## src/rtl/rggen_apb_bridge_pkg.sv

```systemverilog
// Shared types for the APB master bridge: FSM states and response status codes.
package rggen_apb_bridge_pkg;

   typedef enum logic [1:0] {
      IDLE     = 2'd0,
      SETUP    = 2'd1,
      ACCESS   = 2'd2,
      RESPONSE = 2'd3
   } state_e;

   typedef enum logic [1:0] {
      OKAY    = 2'b00,
      SLVERR  = 2'b10,
      TIMEOUT = 2'b11
   } status_e;

endpackage

```

## src/rtl/rggen_apb_master_bridge.sv

```systemverilog
// Drives an external-register request onto an APB master port and returns
// data/status with a one-cycle done pulse; a PREADY watchdog aborts hung slaves.
module rggen_apb_master_bridge
   import rggen_apb_bridge_pkg::*;
#(
   parameter int ADDRESS_WIDTH  = 8,
   parameter int DATA_WIDTH     = 32,
   parameter int TIMEOUT_CYCLES = 16
) (
   input  logic                     clk,
   input  logic                     rst_n,
   input  logic                     i_request,
   input  logic                     i_write,
   input  logic [ADDRESS_WIDTH-1:0] i_address,
   input  logic [DATA_WIDTH-1:0]    i_write_data,
   output logic                     o_done,
   output logic [DATA_WIDTH-1:0]    o_read_data,
   output logic [1:0]               o_status,
   output logic [ADDRESS_WIDTH-1:0] o_paddr,
   output logic                     o_psel,
   output logic                     o_penable,
   output logic                     o_pwrite,
   output logic [DATA_WIDTH-1:0]    o_pwdata,
   input  logic                     i_pready,
   input  logic [DATA_WIDTH-1:0]    i_prdata,
   input  logic                     i_pslverr
);

   localparam int TIMEOUT_WIDTH = (TIMEOUT_CYCLES == 0) ? 1 : $clog2(TIMEOUT_CYCLES + 1);

   state_e state;
   logic   timeout_hit;

   generate
      if (TIMEOUT_CYCLES != 0) begin : g_wdog
         logic [TIMEOUT_WIDTH-1:0] count;

         // Counts ACCESS cycles without PREADY; cleared whenever not waiting.
         always_ff @(posedge clk) begin
            if (!rst_n)
               count <= '0;
            else if (state == ACCESS && !i_pready)
               count <= count + TIMEOUT_WIDTH'(1);
            else
               count <= '0;
         end

         assign timeout_hit = (count == TIMEOUT_WIDTH'(TIMEOUT_CYCLES - 1));
      end else begin : g_no_wdog
         assign timeout_hit = 1'b0;
      end
   endgenerate

   always_ff @(posedge clk) begin
      if (!rst_n) begin
         state       <= IDLE;
         o_psel      <= 1'b0;
         o_penable   <= 1'b0;
         o_pwrite    <= 1'b0;
         o_done      <= 1'b0;
         o_paddr     <= '0;
         o_pwdata    <= '0;
         o_read_data <= '0;
         o_status    <= OKAY;
      end else begin
         case (state)
            IDLE: begin
               o_done <= 1'b0;
               if (i_request) begin
                  o_pwrite <= i_write;
                  o_paddr  <= i_address;
                  o_pwdata <= i_write_data;
                  o_psel   <= 1'b1;
                  state    <= SETUP;
               end
            end
            SETUP: begin
               o_penable <= 1'b1;
               state     <= ACCESS;
            end
            ACCESS: begin
               // PREADY takes priority over a watchdog expiry in the same cycle.
               if (i_pready) begin
                  o_psel      <= 1'b0;
                  o_penable   <= 1'b0;
                  o_read_data <= o_pwrite ? '0 : i_prdata;
                  o_status    <= i_pslverr ? SLVERR : OKAY;
                  o_done      <= 1'b1;
                  state       <= RESPONSE;
               end else if (timeout_hit) begin
                  o_psel      <= 1'b0;
                  o_penable   <= 1'b0;
                  o_read_data <= '0;
                  o_status    <= TIMEOUT;
                  o_done      <= 1'b1;
                  state       <= RESPONSE;
               end
            end
            RESPONSE: begin
               o_done <= 1'b0;
               state  <= IDLE;
            end
            default: state <= IDLE;
         endcase
      end
   end

endmodule

```

## config.mk

```make
export PLATFORM = sky130hd
export DESIGN_NAME = rggen_apb_master_bridge
export DESIGN_NICKNAME = d
export VERILOG_FILES = /design/src/rtl/rggen_apb_bridge_pkg.sv /design/src/rtl/rggen_apb_master_bridge.sv
export SDC_FILE = /design/constraint.sdc
export NUM_CORES = 1
export LEC_CHECK = 0
export CORE_ASPECT_RATIO = 2
export CORE_MARGIN = 4
export CORE_UTILIZATION = 37
export CTS_CLUSTER_DIAMETER = 150
export DETAILED_ROUTE_END_ITERATION = 8
export HOLD_SLACK_MARGIN = 0.02
export PLACE_DENSITY = 0.77
export SYNTH_ARGS = -nofsm -noshare
export SYNTH_HDL_FRONTEND = slang
export SYNTH_SLANG_ARGS = --single-unit
```

## constraint.sdc

```tcl
create_clock -name clk -period 1.8 [get_ports clk]
set_input_delay 0.36 -clock clk [delete_from_list [all_inputs] [get_ports clk]]
set_output_delay 0.36 -clock clk [all_outputs]
set_load 0.02 [all_outputs]
```

# Word level (Yosys, flattened, before mapping)
# Cells that the tools add are included.
# Widths: inputs -> output; s select.
[word_totals]
ff_bits = 85
mem_bits_ro = 0
wordCells = 49
latch_bits = 0
inputBits = 78
output_inout_bits = 78
mem_count = 0
mem_bits_rw = 0
[classes]
n_reduce_logical = 15
n_eq_ne = 6
add_sub_neg = 1
multipliers = 0
n_lt_le_gt_ge = 0
mux = 17
bitwise_logic = 0
div_mod_pow = 0
n_shift = 0
[ops]
columns = ["cell", "count"]
rows = [
  ["$mux 32", 3],
  ["$reduce_and 2->1", 6],
  ["$mux 2", 5],
  ["$pmux 2 s4", 1],
  ["$reduce_bool 2->1", 4],
  ["$pmux 1 s2", 3],
  ["$add 5x1->5 const B", 1],
  ["$eq 5x4->1 const B", 1],
  ["$mux 1", 5],
  ["$eq 2x2->1 const B", 2],
  ["$ne 3x3->1 const B", 1],
  ["$reduce_and 3->1", 1],
  ["$eq 2x1->1 const B", 1],
  ["$logic_not 2->1", 1],
  ["$ne 2x2->1 const B", 1],
  ["$reduce_or 2->1", 1],
  ["$logic_and 1x1->1", 1],
  ["$logic_not 1->1", 1],
]

# Logic depth before layout (Yosys ltp)
[logic_depth]
word_depth = 4
ltp_mapped = 8
mapped_depth_nobuf = 6

# Worst setup path before layout
# Ideal clock, no wire load.
[synth_timing]
path_type = "reg2reg"
start = "register g_wdog.count[0]"
end = "register state[0]"
stages_incl_launch_ff = 7
period_less_slack_ns = 1.709
slack_ns = 0.091
n_path_buf = 0
setup_time_ns = 0.119
required_ns = 1.681
arrival_ns = 1.590
path_cell_list = "dfxtp_1 ha_1 and3_1 ha_1 nor3b_1 a21oi_1 o221a_2"
[synth_between]
elab_chain_len = 3
[synth_lines]
columns = ["item", "line_no", "source"]
rows = [
  ["start: declaration", "rggen_apb_master_bridge.sv:36", "logic [TIMEOUT_WIDTH-1:0] count;"],
  ["start signal: assignment", "rggen_apb_master_bridge.sv:43", "count <= count + TIMEOUT_WIDTH'(1);"],
  ["$eq 5x4->1", "rggen_apb_master_bridge.sv:48", "assign timeout_hit = (count == TIMEOUT_WIDTH'(TIMEOUT_CYCLES - 1));"],
  ["$ne 3x3->1 (no source line)", "-", ""],
  ["$reduce_and 2->1 (no source line)", "-", ""],
  ["end signal: assignment", "rggen_apb_master_bridge.sv:56", "state <= IDLE;"],
  ["end signal: assignment", "rggen_apb_master_bridge.sv:74", "state <= SETUP;"],
  ["end signal: assignment", "rggen_apb_master_bridge.sv:79", "state <= ACCESS;"],
  ["end: declaration", "rggen_apb_master_bridge.sv:31", "state_e state;"],
]
# No other way between the ends.
# A chain may end at the register's enable or synchronous reset.

# Final worst setup path
[layout_timing]
start = "register g_wdog.count[0]"
end = "register o_status[1]"
[layout_between]
elab_chain_len = 3
[layout_lines]
columns = ["item", "line_no", "source"]
rows = [
  ["$eq 5x4->1", "rggen_apb_master_bridge.sv:48", ""],
  ["$reduce_bool 2->1 (no source line)", "-", ""],
  ["$reduce_and 2->1 (no source line)", "-", ""],
  ["end signal: assignment", "rggen_apb_master_bridge.sv:87", "o_status <= i_pslverr ? SLVERR : OKAY;"],
  ["end: declaration", "rggen_apb_master_bridge.sv:18", "output logic [1:0] o_status,"],
]
# No other way between the ends.

==> flow_summary.yaml <==
outcome:
  status: "finished, final reports clean"
routing:
  wl_per_cell_um: 14.61
  top_layer: "met4"
  drtAntennaViolNets: 0
  drc: 0
  wl_met1_um: 3161
  wl_um: 9236
  dr_wl_met3_um: 688
  num_vias: 3030
  detail_route.vias_per_cell: 4.794
  dr_wl_met2_um: 5256
  firstDrtPassIters: 4
  drt_iter0_drc: 152
global_routing:
  grt_pass1_wl_um: 14130
  track_usage_pct: 17.30
  antenna_found_initial: 0
  overflow: 0
  grt_pass1_vias: 3005
  grt_max_degree: 37
sta:
  worstMarginPinSlew_ns: 0.3886
  max_slew_margin_pct: 74.09
  min_period_ns: 1.711
  hold_viol_final: 0
  setup_viol: 0
  setup_tns_ns: 0
  rsz0062_at_grt: "false"
  fin_skew_ns: 0.006800
  fin_crit_sh_pct: 95.06
  max_freq_ghz: 0.5844
  finalMaxSlewViolations: 0
setup_path:
  crit_arrival_ns: 1.93
  worst-setup-path-type: "flip-flop to flip-flop"
  cp.required_ns: 2.02
  endpoint_kind: "flip-flop"
  cp-start-kind: "flip-flop"
  cp_max_fo: 16
die:
  core_um2: 8648
  rows: 48
  ios: 156
  die_h_um: 141.2
  initial_utilization_pct: 37.98
  die_area_um2: 10540
  die_w_um: 74.62
clock_tree:
  cts_buffer_depth: 2
  post-cts-setup-buffers: 0
  root_buffer: "clkbuf_16"
  cts_sinks: 85
  path_clk_slew_ns: 0.06
  cts_tree: "done"
  insertion_delay_ns: 0.33
  numCtsBuffers: 9
  cts_max_level: 3
yosys:
  synth_edf_count: 0
  synth_async_sr_flop_share_pct: 0
  synth_cell_types: 30
  syn_nets: 462
  synth_area_um2: 3284
  synth_ff_type: "dfxtp_1"
  syn_inst: 379
  avgSynthCellArea_um2: 8.666
  ys_seq_elements: 85
  ys_seq_area_share_pct: 51.81
  ys_warn_count: 0
power_and_ir_drop:
  peakVddDrop_uv: 685.2
  power.static_leakage_uw: 0.001928
  powerDensity_nw_per_um2: 1183
placement:
  io_buffers: 155
  dpl.hpwl_um: 6833
  placed_cells: 615
  gp_congestion: 0.7222
cells_and_area:
  area_growth_pct: 62.78
  num-fill-cells: 732
  seq_area_um2: 1702
  final_cell_count_no_fill: 632
  diodes: 0
  drive_gt1_share_pct: 7.143
  multi_input_area_um2: 1430
  final_nets: 610
flow_run:
  drv_cap: 0
hold_path:
  hold_class: "flip-flop to flip-flop"
## sequential cells by signal, indices dropped and copies added, names as in the netlist
register      cells
o_psel            1
o_pwdata         32
o_pwrite          1
o_read_data      32
o_status          2
o_penable         1
g_wdog.count      5
state             2
o_paddr           8
o_done            1
## layout make-up
cell class,count,share of cell area (%)
inverters,6,0.4212
clock buffers,10,4.470
well taps,100,2.340
flip-flops and latches,85,31.83
multi-input cells,258,26.75
clock inverters,6,1.615
repair buffers,167,32.58
## final timing paths
path,startpoint,to,slack [ns],cells after the start
worst min register to register,o_read_data[15],o_read_data[15],0.45,2
worst max register to register,g_wdog.count[0],o_status[1],0.09,6
worst min-delay path,o_read_data[15],o_read_data[15],0.45,2
worst max-delay path,g_wdog.count[0],o_status[1],0.09,6
## critical path, stage by stage (launching register included)
cell,delay (ns)
dfxtp_1,0.32
ha_1,0.22
and3_1,0.19
ha_2,0.20
o21a_4,0.23
clkbuf_16,0.18
o221a_2,0.26
## cells in the final DEF (no fill, tap or decap), drive strengths merged, types with 3 or more instances in the layout
cell type / instances
a21boi: 73
a21oi: 4
buf: 12
clkbuf: 11
clkdlybuf4s50: 154
clkinv: 3
dfxtp: 85
ha: 5
inv: 6
nand2: 119
nand3: 33
nor2: 6
## synthesized netlist by cell type, types with 2 or more instances
cell | count | area, um2
dfxtp_1 | 85 | 1702
nor2_1 | 6 | 22.52
a21boi_0 | 68 | 510.5
clkbuf_1 | 12 | 45.04
buf_2 | 13 | 65.06
nand2_1 | 119 | 446.7
inv_1 | 6 | 22.52
o221a_2 | 2 | 22.52
nand3_1 | 33 | 165.2
ha_1 | 5 | 62.56
a21boi_1 | 5 | 37.54
buf_4 | 4 | 30.03
a21oi_1 | 4 | 20.02
## what timing repair did
item	4_1_cts	5_1_grt
cloned	0	1
gates resized for setup	1	4
setup endpoints to repair	1	26
hold buffers	0	0
## logic make-up (layout without fill, tap and decap cells)
kind of cell             Yosys count  in the layout  share of synthesized area [%]
AO/OA/AOI/OAI                     85             85                          19.28
AND/OR/NAND/NOR                  165            165                          20.88
flip-flops                        85             85                          51.81
buffers and inverters             36            189                          5.295
adder cells (fa/ha/maj)            5              5                          1.905
multiplexers                       1              1                         0.3048
XOR/XNOR                           2              2                         0.5334
## layer usage
metal	GRT usage, %	vias up
li1	-	1541
met1	17.53	1373
met2	31.97	104
met3	4.782	12
met4	6.660	0
met5	0	-
## stage by stage
step	hold slack, ns	worst slack [ns]	total power, uW	cell area, um2	util (%)
after floorplan	0.4176	0.09133	3382	3284	-
after global placement	0.4353	0.06221	4310	4981	57.60
after detailed placement	0.4460	0.01150	4365	4981	57.60
after CTS	0.4542	0.01928	6379	5306	61.36
after global routing	0.4753	0.02660	6682	5346	61.82
final	0.4487	0.08893	6326	5346	61.82
## report_power, final
group | leakage [uW] | internal (uW) | switching [uW]
clock | 0.000158 | 1250 | 738
combinational | 0.00108 | 990 | 1080
sequential | 0.000692 | 2130 | 131
Power figures use the tool's default switching activity.
